==> src/rtl/game_pkg.sv <==
// Shared game definitions: state encoding, screen limits and keycodes.
// The keycodes are also used by the ball/player motion block.
package game_pkg;

  typedef enum logic [1:0] {
    IDLE = 2'd0,
    PLAY = 2'd1,
    OVER = 2'd2
  } game_state_t;

  localparam int SCREEN_Y_MAX = 479;
  localparam int SCORE_W      = 14;

  localparam logic [7:0] KEY_SPACE = 8'd44;
  localparam logic [7:0] KEY_A     = 8'd4;
  localparam logic [7:0] KEY_D     = 8'd7;

endpackage

==> src/rtl/score_keeper_bcd_converter.sv <==
// Sequential double-dabble: converts one SCORE_W-bit value per run, one
// shift-add-3 step per clock; done/result are valid on the final step.
module bcd_converter
  import game_pkg::*;
(
  input  logic               frame_clk,
  input  logic               Reset,
  input  logic               start,
  input  logic [SCORE_W-1:0] bin,
  output logic               busy,
  output logic               done,
  output logic [15:0]        result
);

  localparam int SREG_W = SCORE_W + 16;

  logic [SREG_W-1:0] sreg;
  logic [SREG_W-1:0] sreg_adj;
  logic [SREG_W-1:0] sreg_next;
  logic [3:0]        iter;

  always_comb begin
    sreg_adj = sreg;
    for (int d = 0; d < 4; d++) begin
      if (sreg[SCORE_W + 4*d +: 4] >= 4'd5)
        sreg_adj[SCORE_W + 4*d +: 4] = sreg[SCORE_W + 4*d +: 4] + 4'd3;
    end
    sreg_next = {sreg_adj[SREG_W-2:0], 1'b0};
  end

  // done is combinational so the caller can capture the final step directly
  assign done   = busy && (iter == 4'(SCORE_W - 1));
  assign result = sreg_next[SREG_W-1:SCORE_W];

  always_ff @(posedge frame_clk or posedge Reset) begin
    if (Reset) begin
      sreg <= '0;
      iter <= '0;
      busy <= 1'b0;
    end else if (!busy) begin
      if (start) begin
        sreg <= {16'h0000, bin};
        iter <= '0;
        busy <= 1'b1;
      end
    end else begin
      sreg <= sreg_next;
      if (done) busy <= 1'b0;
      else      iter <= iter + 4'd1;
    end
  end

endmodule

==> src/rtl/score_keeper.sv <==
// Game-state FSM, bounce-based scoring with saturation, session high score,
// and BCD display value derived from the score by a background converter.
module score_keeper
  import game_pkg::*;
#(
  parameter int         FLOOR_Y      = SCREEN_Y_MAX,
  parameter int         BALL_SIZE_Y  = 10,
  parameter int         FLOOR_FRAMES = 2,
  parameter logic [7:0] START_KEY    = KEY_SPACE,
  parameter int         MAX_SCORE    = 9999
) (
  input  logic               frame_clk,
  input  logic               Reset,
  input  logic [7:0]         keycode,
  input  logic [10:0]        BallY,
  input  logic [15:0]        JumpCount,
  output logic [1:0]         game_state,
  output logic               game_over,
  output logic [SCORE_W-1:0] score,
  output logic [SCORE_W-1:0] high_score,
  output logic [15:0]        score_bcd,
  output logic               bcd_busy
);

  localparam logic [16:0]        MAX17      = 17'(MAX_SCORE);
  localparam logic [SCORE_W-1:0] MAX_W      = SCORE_W'(MAX_SCORE);
  localparam logic [3:0]         FLOOR_LAST = 4'(FLOOR_FRAMES - 1);

  game_state_t        state, state_next;
  logic [SCORE_W-1:0] score_next, high_next, last_conv;
  logic [15:0]        last_count, last_next, delta;
  logic [16:0]        sum;
  logic [3:0]         floor_cnt, floor_next;
  logic [7:0]         prev_key;
  logic               start_pulse, contact;
  logic               conv_start, bcd_done;
  logic [15:0]        bcd_result;

  assign start_pulse = (keycode == START_KEY) && (prev_key != START_KEY);
  assign contact     = ({1'b0, BallY} + 12'(BALL_SIZE_Y)) >= 12'(FLOOR_Y);
  assign game_state  = state;
  assign game_over   = (state == OVER);

  always_ff @(posedge frame_clk or posedge Reset) begin
    if (Reset) state <= IDLE;
    else       state <= state_next;
  end

  always_comb begin
    state_next = state;
    score_next = score;
    high_next  = high_score;
    last_next  = last_count;
    floor_next = floor_cnt;
    delta      = JumpCount - last_count;
    sum        = {3'b000, score} + {1'b0, delta};
    unique case (state)
      IDLE: begin
        score_next = '0;
        if (start_pulse) begin
          state_next = PLAY;
          last_next  = JumpCount;
          floor_next = '0;
        end
      end
      PLAY: begin
        // a falling count means a floor reset or wrap: no credit
        if (JumpCount > last_count)
          score_next = (sum > MAX17) ? MAX_W : sum[SCORE_W-1:0];
        last_next = JumpCount;
        if (contact) begin
          floor_next = floor_cnt + 4'd1;
          if (floor_cnt == FLOOR_LAST) state_next = OVER;
        end else begin
          floor_next = '0;
        end
      end
      OVER: begin
        if (score > high_score) high_next = score;
        if (start_pulse) begin
          state_next = IDLE;
          score_next = '0;
        end
      end
      default: state_next = IDLE;
    endcase
  end

  always_ff @(posedge frame_clk or posedge Reset) begin
    if (Reset) begin
      score      <= '0;
      high_score <= '0;
      last_count <= '0;
      floor_cnt  <= '0;
      prev_key   <= '0;
    end else begin
      score      <= score_next;
      high_score <= high_next;
      last_count <= last_next;
      floor_cnt  <= floor_next;
      prev_key   <= keycode;
    end
  end

  // score changes during a run are picked up by this compare once idle again
  assign conv_start = !bcd_busy && (score != last_conv);

  always_ff @(posedge frame_clk or posedge Reset) begin
    if (Reset) begin
      last_conv <= '0;
      score_bcd <= '0;
    end else begin
      if (conv_start) last_conv <= score;
      if (bcd_done)   score_bcd <= bcd_result;
    end
  end

  bcd_converter u_bcd (
    .frame_clk (frame_clk),
    .Reset     (Reset),
    .start     (conv_start),
    .bin       (score),
    .busy      (bcd_busy),
    .done      (bcd_done),
    .result    (bcd_result)
  );

endmodule
==> config.mk <==
export PLATFORM = sky130hd
export DESIGN_NAME = score_keeper
export DESIGN_NICKNAME = d
export VERILOG_FILES = /design/src/rtl/game_pkg.sv /design/src/rtl/score_keeper_bcd_converter.sv /design/src/rtl/score_keeper.sv
export SDC_FILE = /design/constraint.sdc
export NUM_CORES = 1
export LEC_CHECK = 0
export ABC_AREA = 1
export CORE_UTILIZATION = 40
export DETAILED_ROUTE_END_ITERATION = 10
export PLACE_DENSITY_LB_ADDON = 0.05
export SLEW_MARGIN = 10
export SYNTH_ARGS = -nofsm -noshare
export SYNTH_HDL_FRONTEND = slang
export SYNTH_HIERARCHICAL = 1
export SYNTH_SLANG_ARGS = --single-unit
==> constraint.sdc <==
create_clock -name frame_clk -period 8 [get_ports frame_clk]
set_clock_uncertainty 0.15 [all_clocks]
set_input_delay 0.8 -clock frame_clk [delete_from_list [all_inputs] [get_ports frame_clk]]
set_output_delay 0.8 -clock frame_clk [all_outputs]
set_load 0.005 [all_outputs]
Word-level counts from Yosys, hierarchy flattened. Index checks and enable logic that the tools add are counted.

$add $sub $neg: 9. Reductions and logical operators: 13. Magnitude comparators: 8. Muxes and demuxes: 26. Eq/ne operators: 13.

Operator list (count): $mux 30 (2); $mux 14 (3); $pmux 14 s3 (1); $mux 4 (8); $pmux 16 s2 (1); $add 14x16->17 (1); $gt 17x14->1 const B (1); $ge 4x3->1 const B (4); $gt 16x16->1 (1); $mux 16 (1); $sub 16x16->16 (1); $gt 14x14->1 (1); $ne 14x14->1 (1); $add 11x4->12 const B (1); $add 4x2->4 const B (3); $ge 12x9->1 const B (1); $ne 2x2->1 const B (5); $add 4x1->4 const B (2); $eq 8x6->1 const B (1); $mux 2 (4); $ne 8x6->1 const B (1); $pmux 4 s2 (1); $pmux 2 s3 (1); $reduce_and 2->1 (3); 15 further kinds (20).

Flip-flop bits (word level): 123. Output and inout bits: 48.

Depth between registers and ports, before layout. Gate-level depths: netlist (run 1).

Depth in word-level cells: 6. Mapped depth: 27. Depth with buffers taken out: 27.

Hierarchy. Netlist (run 1), hierarchy kept.

By module, submodules not included: score_keeper (area an instance 6018.3 um^2, cells each 797, times used 1); bcd_converter (area an instance 1950.6 um^2, cells each 253, times used 1).

Worst setup path before layout (run 1). OpenSTA, ideal clock, no wires.

Path kind: in2reg. Start: in JumpCount[0]. End: reg score[0]. Data arrival time: 3.605 ns. Data required time: 7.733 ns. Cell stages on the path: 25. Setup slack: 4.129 ns. Library setup time: 0.117 ns. Cells stage by stage: inv_1 > ha_1 > fa_1 > inv_1 > nand2_1 > nand3_2 > nand3_2 > nor2_1 > nor2_1 > o21ai_0 > xor2_1 > ha_1 > nand2_1 > inv_1 > nand2_1 > nand2_1 > a21oi_1 > nand2_1 > or2_2 > nand2_1 > a21oi_1 > nand2_2 > nand3_1 > nand2_1 > nand2_1.

Cells in the longest elaborated chain, start to end: 6.

RTL lines: from (decl) (RTL line score_keeper.sv:16) `input logic [15:0] JumpCount,`; $sub 16x16->16 (RTL line score_keeper.sv:55) `delta = JumpCount - last_count;`; $add 14x16->17 (RTL line score_keeper.sv:56) `sum = {3'b000, score} + {1'b0, delta};`; $gt 17x14->1 (RTL line score_keeper.sv:69) `score_next = (sum > MAX17) ? MAX_W : sum[SCORE_W-1:0];`; $mux 14 (RTL line score_keeper.sv:69); $mux 14 (RTL line score_keeper.sv:68) `if (JumpCount > last_count)`; $pmux 14 s3 (RTL line score_keeper.sv:57) `unique case (state)`; to (signal assigned) (RTL line score_keeper.sv:97) `score <= score_next;`; to (decl) (RTL line score_keeper.sv:19) `output logic [SCORE_W-1:0] score,`.

Several ways; a longest one is shown, not always the timed one. The select of a mux whose other input is x is not followed. A chain may end at the register's enable or synchronous reset.

Final worst setup path (run 1).
Start: in JumpCount[0]. End: reg score[1].

The elaborated chain is that of the path after synthesis.

==> results of run 1 <==
==> where the power goes <==
part           internal [uW]  switching [uW]  leakage (uW)
combinational            793            1270       0.00307
clock                    520             302      0.000302
sequential               811             141       0.00161
total                   2120            1720       0.00498
==> Yosys cell counts (6+ instances only) <==
cell type	count
a21oi_1	33
and2_1	8
clkbuf_1	8
dfrtp_1	123
ha_1	60
inv_1	144
mux2_2	16
nand2_1	337
nand2_2	14
nand3_1	75
nand3b_1	6
nand4_1	21
nor2_1	55
o21ai_0	53
o21ai_2	6
xnor2_1	9
xor2_1	20
==> stage by stage <==
stage | area [um^2] | instances | total power, uW | util | hold slack (ps)
6_report | 9710 | 1419 | 3840 | 0.498 | 334
3_5_place_dp | 9090 | 1387 | 3030 | 0.466 | 319
3_3_place_gp | 9090 | 1387 | 3010 | 0.466 | 316
5_1_grt | 9710 | 1419 | 4210 | 0.498 | 362
2_1_floorplan | 7970 | 1050 | 2470 | - | 299
4_1_cts | 9710 | 1419 | 3880 | 0.498 | 333
==> cells by family after synthesis <==
kind of cell | after synthesis
multiplexers | 16
flip-flops | 123
adder cells (fa/ha/maj) | 62
AND/OR/NAND/NOR | 536
buffers and inverters | 166
AO/OA/AOI/OAI | 118
XOR/XNOR | 29
==> metal layers <==
metal  global-route usage  routed length [um]  vias to the layer above
met5                    0                   0                        -
met4               0.0509                 213                        0
met3               0.0399                 657                       19
met2                0.331                8930                      118
met1                0.273                9450                     3178
li1                     -                   -                     3552
==> cell usage in the layout, fill, tap and decap left out, types with 3 or more instances in the layout <==
cell type	instances
clkdlybuf4s50_1	84
inv_2	5
clkbuf_16	17
clkbuf_8	3
nand4_1	21
o211ai_1	5
and2_1	8
inv_6	5
a31oi_1	3
dfrtp_1	123
xor2_1	20
a21boi_0	3
xnor2_1	9
nand2_1	337
nand3_1	75
nand2_2	14
nor2_1	55
nand3_2	5
nor4_1	3
buf_4	5
a21oi_1	32
nand3b_1	6
nand2_4	4
mux2_2	16
o21ai_0	53
ha_1	60
o21ai_2	6
bufinv_16	3
inv_1	142
==> layout make-up <==
type                       instances  share of cell area
sequential                       123               0.317
clock inverter                    11              0.0158
clock buffer                      21              0.0484
multi-input combinational        761               0.437
inverter                         149              0.0577
timing repair buffer              89              0.0904
tap                              265              0.0341
==> flip-flops by register name (all words and copies together), names as in the netlist, 8 cells and up <==
| signal | flops |
|---|---|
| last_conv | 14 |
| prev_key | 8 |
| score_bcd | 16 |
| high_score | 14 |
| score | 14 |
| u_bcd/sreg | 30 |
| last_count | 16 |
==> tightest hold or removal path, stage by stage, from the launching register on <==
cell,delay [ps]
dfrtp_1,340
nand2_1,60
nand3_1,50
==> worst max path at each step <==
stage / to / slack [ps] / cells past startpoint
after global placement: score[9] / 3380 / 26
after CTS: score[1] / 3800 / 26
after detailed placement: score[1] / 3360 / 26
final: score[1] / 3790 / 26
after global routing: score[1] / 3440 / 26
after floorplan: score[0] / 4130 / 25
==> summary.txt, run 1 <==
Run status
  – Status: finished, final reports clean

Critical path
  – CP Launch Type: primary input
  – CP Data Arrival Time: 4360 ps
  – Slowest-stage cell, CP: clkdlybuf4s50_1
  – Worst-path maximum fanout: 8
  – Max incr delay on CP: 450 ps
  – Most used cell along the critical path: nand2_1
  – CP Capture Type: flip-flop
  – CP top delay family: simple AND/OR/NAND/NOR gates
  – Worst r2r src: last_count[0]
  – Crit Path Class: in -> reg
  – Worst EP required: 8150 ps
  – R2R cell count: 24
  – FF-to-FF setup slack: around 4300 ps
  – Crit. Startpoint: JumpCount[0]
  – CP Buf/Inv Count: 4
  – FF-to-FF End: score[1]

CTS
  – H-tree depth: 4
  – Worst-path clk slew: about 60 ps
  – Root Buffer: clkbuf_16
  – Clock Sinks: around 120
  – Post-CTS Setup Inserts: 0
  – Clk buf depth: 2
  – Clock latency on the worst-skew pair: 420 ps
  – Post-CTS Hold Fix Bufs: 0
  – Post-CTS Resized: 0
  – CTS tree: built
  – CTS Buf Count: 17

GRT
  – Largest net degree at the start of global routing: slightly above 50
  – GRT Util Overall: 0.202
  – Initial antenna violation count: 0
  – Number of global-route vias before repair: about 6.4k
  – GR Overflow Total: 0
  – First-pass GRT wire length: around 32,000 um

Pwr
  – PwrDens: slightly below 400 nW/um^2
  – Leak: roughly 0.005 uW
  – VDD IR max: between 150 and 200 uV

Yosys
  – Largest area contributor in the netlist: dfrtp_1
  – Sequential share of the synthesized area: 0.386
  – Post-synthesis cell area: about 8000 um^2
  – Distinct cells, synth: 44
  – EDFF count, synth: 0
  – Share of synthesized registers carrying an async set or reset: 1.00
  – Syn Nets: around 1.1k
  – Top cells by area, synth: dfrtp_1 (39%), nand2_1 (16%), ha_1 (9.4%)
  – Mux contribution to synthesized area: 0.0226
  – Simple-gate share of the synthesized area: 0.293
  – Mapped Cells: around 1.1k
  – Mean Syn Cell Area: around 7.6 um^2
  – Leading register cell type out of synthesis: dfrtp_1
  – Post-synth top area share: 0.386
  – XOR/XNOR share of the synthesized area: 0.0319
  – Post-Synth Adder-Cell Area: 0.0992
  – Combinational family with the most area after synthesis: simple AND/OR/NAND/NOR gates
  – Ys Warns: 6
  – Synth Area in Compound Gates: 0.0846
  – Yosys reg bits: 123

Job
  – Max-cap violation count: 0

Finish
  – Storage element area: between 3000 and 4000 um^2
  – Syn-to-layout area delta: 21.9%
  – Layout cell share with drive strength beyond 1: 0.0806
  – Nets: 1,240
  – Number of antenna diodes: 0
  – Area of the multi-input gates: between 4000 and 5000 um^2
  – FILL cells: ~2k

Placed design
  – Hpwl dp: around 14,000 um
  – I/O Buffers: 84
  – Setup WS pre-CTS: 3360 ps
  – Gpl congestion: approximately 0.85

Hold path
  – WHS Endpoint: u_bcd/sreg[4]
  – Hold Path Depth: 2
  – Hold WC Path Type: reg -> reg
  – HP Start: u_bcd/sreg[4]

Floorplan
  – Die ar.: between 20,000 and 25,000 um^2
  – CORE AREA: just under 20,000 um^2
  – Ports: 85
  – FP Rows: 51
  – Initial core utilization: 0.408
  – Die Y: 143 um
  – Die extent in x: 143 um

Timing
  – Max Freq: 0.237 GHz
  – Final hold vios: 0
  – Max-slew headroom: 0.363
  – Min Tclk post-route: about 4200 ps
  – Final worst-path cycle share: 0.527
  – Setup ws final: between 3000 and 4000 ps
  – Worst-Margin Slew: 953 ps
  – Fin. max-slew vios: 0
  – TNS Setup: 0 ps
  – RSZ-0062 raised after global routing: no
  – Final setup vio count: 0

Route
  – 1st-iter DRT viols: 244
  – Post-route ant nets: 0
  – Via count: slightly below 7k
  – Vias/cell: ~4.8
  – Wire per inst: around 14 um
  – # DRC: 0
  – Drt pass-1 iters: 7
  – Drt total wl: slightly below 20,000 um
No activity file was read; power rests on OpenSTA's default activity.
==> run 2, diff against run 1 <==
==> constraint.sdc (replaced) <==
create_clock -name frame_clk -period 4.4 [get_ports frame_clk]
set_clock_uncertainty 0.15 [all_clocks]
set_input_delay 0.44 -clock frame_clk [delete_from_list [all_inputs] [get_ports frame_clk]]
set_output_delay 0.44 -clock frame_clk [all_outputs]
set_load 0.005 [all_outputs]
==> summary.txt, run 2 (synthesis results as in run 1) <==
Run status
  – Status: finished, final reports clean

GRT
  – First-pass GRT wire length: between 30,000 and 40,000 um
  – GRT Util Overall: 0.206
  – GR Overflow Total: 0
  – Largest net degree at the start of global routing: between 50 and 60
  – Number of global-route vias before repair: between 6k and 7k
  – Initial antenna violation count: 0

CTS
  – Clk buf depth: 2
  – CTS tree: built
  – H-tree depth: 4
  – Clock latency on the worst-skew pair: 420 ps
  – Worst-path clk slew: 60 ps
  – Post-CTS Setup Inserts: 0
  – Post-CTS Hold Fix Bufs: 0
  – Post-CTS Resized: 0
  – Clock Sinks: about 120
  – CTS Buf Count: 17
  – Root Buffer: clkbuf_16

Critical path
  – Worst r2r src: last_count[0]
  – FF-to-FF End: score[8]
  – FF-to-FF setup slack: 650 ps
  – CP Capture Type: flip-flop
  – Crit. Startpoint: JumpCount[0]
  – Crit Path Class: in -> reg
  – Worst EP required: about 4600 ps
  – R2R cell count: 24
  – CP Data Arrival Time: 4050 ps
  – Worst-path maximum fanout: 8
  – CP Launch Type: primary input

Route
  – Wire per inst: 13.3 um
  – 1st-iter DRT viols: just over 300
  – Drt total wl: 18,900 um
  – Via count: 6,830
  – Post-route ant nets: 0
  – Vias/cell: just under 5
  – Drt pass-1 iters: 5
  – # DRC: 0

Timing
  – Fin. max-slew vios: 0
  – Max Freq: 0.256 GHz
  – TNS Setup: 0 ps
  – Final worst-path cycle share: 0.886
  – Final hold vios: 0
  – RSZ-0062 raised after global routing: no
  – Min Tclk post-route: between 3000 and 4000 ps
  – Worst-Margin Slew: around 940 ps
  – Max-slew headroom: 0.371
  – Final setup vio count: 0

Floorplan
  – Die Y: about 140 um
  – Initial core utilization: 0.408
  – CORE AREA: about 20,000 um^2
  – Die extent in x: around 140 um
  – Die ar.: about 20,000 um^2
  – FP Rows: roughly 50
  – Ports: 85

Finish
  – Commonest non-fill, non-tap cell in the layout: nand2_1
  – Syn-to-layout area delta: 22.0%
  – Final Core Density: 0.498
  – Max FFs per register: 30
  – Non-Filler Instances: 1,421
  – Largest regs: u_bcd/sreg: 30 flops, last_count: 16 flops, score_bcd: 16 flops
  – Largest register by flop count: u_bcd/sreg
  – Number of antenna diodes: 0
  – Commonest cells after routing, fill and taps aside: nand2_1 (337), inv_1 (142), dfrtp_1 (123)
  – Layout cell share with drive strength beyond 1: 0.0813
  – Nets: 1,242

Placed design
  – Placed cells: between 1k and 1.5k
  – I/O Buffers: 84
  – Hpwl dp: 14,300 um
  – Gpl congestion: approximately 0.85

Hold path
  – Hold WC Path Type: in -> async

Pwr
  – VDD IR max: 286 uV
  – PwrDens: around 710 nW/um^2
  – Leak: between 0.004 and 0.005 uW

Job
  – Max-cap violation count: 0
run 2: how the worst max path moves through the flow:
stage | to | cells after the start | slack, ps
5_1_grt | score[8] | 27 | 90
2_1_floorplan | score[0] | 25 | 890
3_3_place_gp | score[9] | 26 | 160
6_report | score[8] | 26 | 500
3_5_place_dp | score[7] | 25 | 90
4_1_cts | score[7] | 25 | 530
run 2: layer usage:
layer	GRT usage	wire length, um
met1	0.282	9410
met3	0.0412	632
met4	0.0566	295
met5	0	0
met2	0.328	8600
run 2: cell type report:
cell class / count / area [um^2]
Fill cell: 1974 / 9810
Inverter: 149 / 561
Clock buffer: 21 / 460
Clock inverter: 11 / 143
Sequential cell: 123 / 3080
Tap cell: 265 / 332
Multi-Input combinational cell: 761 / 4240
Timing Repair Buffer: 91 / 906
run 2: critical path, cell delays in order:
cell	delay, ps
clkdlybuf4s50_1	450
inv_1	50
ha_1	220
fa_1	410
inv_1	90
nand2_1	60
nand3_2	100
nand3_2	100
nor2_1	120
nor2_1	70
o21ai_0	190
xor2_1	230
ha_1	310
nand2_1	100
inv_1	40
nand2_1	50
nand2_1	50
a21oi_1	120
nand2_1	80
or2_2	270
nand2_1	80
a21oi_1	50
nand2_2	150
nand3_1	90
nand2_1	70
nand2_1	50
run 2: per-stage QoR:
step | setup slack (ps) | power (uW) | instance area, um^2 | hold slack (ps)
3_3_place_gp | 156 | 5510 | 9120 | 315
6_report | 500 | 6920 | 9720 | 301
2_1_floorplan | 889 | 4490 | 7970 | 299
3_5_place_dp | 94.9 | 5520 | 9120 | 319
5_1_grt | 87.3 | 7660 | 9720 | 337
4_1_cts | 531 | 7000 | 9720 | 318
run 2: power breakdown:
part / switching [uW] / internal [uW]
logic: 2300 / 1460
registers: 249 / 1480
clock network: 519 / 919
==> run 3, diff against run 2 <==
--- a/config.mk
+++ b/config.mk
@@ -12,5 +12,4 @@
 export SLEW_MARGIN = 10
 export SYNTH_ARGS = -nofsm -noshare
 export SYNTH_HDL_FRONTEND = slang
-export SYNTH_HIERARCHICAL = 1
 export SYNTH_SLANG_ARGS = --single-unit
==> constraint.sdc (replaced) <==
create_clock -name frame_clk -period 3.2 [get_ports frame_clk]
set_clock_uncertainty 0.15 [all_clocks]
set_input_delay 0.32 -clock frame_clk [delete_from_list [all_inputs] [get_ports frame_clk]]
set_output_delay 0.32 -clock frame_clk [all_outputs]
set_load 0.005 [all_outputs]
==> summary.txt, run 3 <==
Yosys
  – Synth cell count leaders: nand2_1 (307), inv_1 (138), dfrtp_1 (123), o21ai_0 (67), ha_1 (59)
  – Sequential share of the synthesized area: 0.399
  – Mapped Cells: 999
  – Post-synthesis cell area: between 7000 and 8000 um^2
  – EDFF count, synth: 0
  – Largest area contributor in the netlist: dfrtp_1
  – Syn Nets: roughly 1.1k
  – Post-synth top area share: 0.399
  – Top cells by area, synth: dfrtp_1 (40%), nand2_1 (15%), ha_1 (9.6%)
  – Ys Warns: 0
  – Leading register cell type out of synthesis: dfrtp_1
  – Distinct cells, synth: 48
  – Yosys reg bits: 123
  – Share of synthesized registers carrying an async set or reset: 1.00
  – Mean Syn Cell Area: approximately 7.7 um^2
  – Most common cell in the netlist: nand2_1

Finish
  – FILL cells: 1,784
  – Commonest cells after routing, fill and taps aside: nand2_1 (290), inv_1 (129), dfrtp_1 (123)
  – Post-route cell area: between 10,000 and 15,000 um^2
  – Nets: roughly 1.3k
  – Max FFs per register: 30
  – Area of the multi-input gates: around 4300 um^2
  – Layout cell share with drive strength beyond 1: 0.223
  – Commonest non-fill, non-tap cell in the layout: nand2_1
  – Syn-to-layout area delta: 38.4%
  – Largest regs: u_bcd.sreg: 30 flops, last_count: 16 flops, score_bcd: 16 flops
  – Storage element area: 3080 um^2
  – Largest register by flop count: u_bcd.sreg
  – Non-Filler Instances: around 1.5k
  – Number of antenna diodes: 0

GRT
  – GRT Util Overall: 0.217
  – Largest net degree at the start of global routing: between 40 and 50
  – GR Overflow Total: 0
  – Number of global-route vias before repair: a little under 7k
  – Initial antenna violation count: 0
  – First-pass GRT wire length: 33,900 um

Critical path
  – FF-to-FF End: score[9]
  – CP Buf/Inv Count: 5
  – R2R cell count: 21
  – FF-to-FF setup slack: -160 ps
  – Crit Path Class: reg -> reg
  – Slowest-stage cell, CP: dfrtp_1
  – Worst r2r src: last_count[0]
  – Worst-path maximum fanout: 7
  – CP Capture Type: flip-flop
  – CP top delay family: adder cells
  – Crit-path cells: ha_2 -> fa_2 -> inv_2 -> nand2_2 -> nand3_4 -> a31oi_4 -> o21ai_2 -> xor2_1 -> ha_1 -> buf_4 -> buf_4 -> buf_4 -> nand4_1 -> nand2_2 -> nor2_2 -> nand2_2 -> nand2_4 -> buf_12 -> nand3_2 -> nand2_1 -> nand2_1
  – Worst EP required: between 3000 and 4000 ps
  – CP Data Arrival Time: 3520 ps
  – CP Launch Type: flip-flop
  – Max incr delay on CP: approximately 380 ps

Floorplan
  – Die Y: between 100 and 150 um
  – Ports: 85
  – Initial core utilization: 0.410
  – Die ar.: around 20,000 um^2
  – CORE AREA: ~19,000 um^2
  – FP Rows: 50
  – Die extent in x: 141 um

Route
  – Vias/cell: around 4.7
  – Post-route ant nets: 0
  – Via count: about 7.0k
  – Wire per inst: 13.7 um
  – 1st-iter DRT viols: approximately 290
  – Drt pass-1 iters: 5
  – # DRC: 0
  – Drt total wl: 20,200 um

Timing
  – Final worst-path cycle share: 1.05
  – Max Freq: slightly below 0.3 GHz
  – Fin Hold WS: roughly 75 ps
  – TNS Setup: -1840 ps
  – Min Tclk post-route: 3360 ps
  – Max-slew headroom: 0.596
  – Final setup vio count: 14
  – RSZ-0062 raised after global routing: yes
  – Fin. max-slew vios: 0
  – Setup ws final: -160 ps
  – Worst-Margin Slew: 605 ps
  – Final hold vios: 0

Placed design
  – Placed inst area: between 9000 and 10,000 um^2
  – I/O Buffers: 84
  – Gpl congestion: about 0.81
  – Placed cells: around 1.4k
  – Hpwl dp: around 15,000 um

CTS
  – CTS tree: built
  – CTS Buf Count: 17
  – Clock Sinks: 123
  – Clk buf depth: 2
  – Root Buffer: clkbuf_16
  – Post-CTS Hold Fix Bufs: 0
  – Clock latency on the worst-skew pair: ~420 ps
  – Worst-path clk slew: roughly 60 ps
  – H-tree depth: 4

Hold path
  – Hold WC Path Type: in -> reg
  – Hold Path Depth: 3
  – HP Start: JumpCount[5]
  – WHS Endpoint: last_count[5]

Run status
  – Status: complete, but fails checks
  – Failing checks: setup timing

Job
  – Max-cap violation count: 0

Pwr
  – VDD IR max: 342 uV
  – Total power: 6150 uW
  – Leak: around 0.0054 uW
  – PwrDens: approximately 580 nW/um^2
==> run 3: cell count changes after synthesis, moves of 14 or more <==
cell,before,now
nand3_1,75,56
nor2_1,55,31
o21ai_0,53,67
o22ai_1,2,18
nand2_1,337,307
mux2_2,16,0
==> run 3: final cells by class <==
cell class                 count  share of cell area
multi-input combinational    710               0.404
timing repair buffer         204               0.170
clock buffer                  20              0.0428
sequential                   123               0.288
inverter                     148              0.0524
tap                          260              0.0305
clock inverter                11              0.0125
==> run 3: report_power, final <==
part           leakage, uW  internal, uW  switching, uW  total (uW)
combinational      0.00348          1050           1170        2220
sequential         0.00160          1800            175        1980
clock             0.000276          1190            757        1950
total              0.00536          4050           2100        6150
==> run 3: per-layer routing <==
metal	global-route usage	vias to the layer above	wire length [um]
met1	0.285	3250	9740
li1	-	3633	-
met3	0.0360	18	452
met5	0	-	0
met4	0.0555	0	236
met2	0.370	89	9730
==> run 3: worst max-delay path by stage <==
stage | startpoint | to | slack (ps) | depth (start not counted)
after detailed placement | JumpCount[0] | score[9] | -690 | 23
after CTS | last_count[2] | score[3] | -140 | 26
after floorplan | JumpCount[0] | score[2] | 7 | 25
after global placement | JumpCount[0] | score[13] | -650 | 25
after global routing | last_count[0] | score[3] | -390 | 23
final | last_count[0] | score[9] | -160 | 21
==> run 3: cells by family (layout without fill, tap and decap cells) <==
logic type,count (synthesis),count (layout),synth area share
and+or+nand+nor,460,461,0.262
buffers and inverters,167,383,0.0872
AOI/OAI and AO/OA,159,159,0.118
DFF,123,123,0.399
adders and majority gates,61,61,0.101
xor gates and xnor gates,29,29,0.0329
==> run 3: through the flow <==
| stage | setup WS [ps] | util |
|---|---|---|
| 4_1_cts | -145 | 0.559 |
| 6_report | -160 | 0.567 |
| 3_3_place_gp | -651 | 0.508 |
| 5_1_grt | -394 | 0.567 |
| 2_1_floorplan | 7.22 | - |
| 3_5_place_dp | -693 | 0.508 |
==> run 3: what timing repair did <==
item                       4_1_cts  5_1_grt
setup buffers                   15        4
cloned                           2        0
gates resized for setup         54       33
setup endpoints to repair       14       14
pin swaps                       45       12
==> run 3: worst reg2reg max path: cells and delay by family, from the launching register on <==
family | cells | cell delay, ps
compound gates | 2 | 240
buf+inv | 5 | 620
simple gates | 10 | 830
flops | 1 | 380
xor+xnor | 1 | 190
fa+ha+maj | 3 | 840
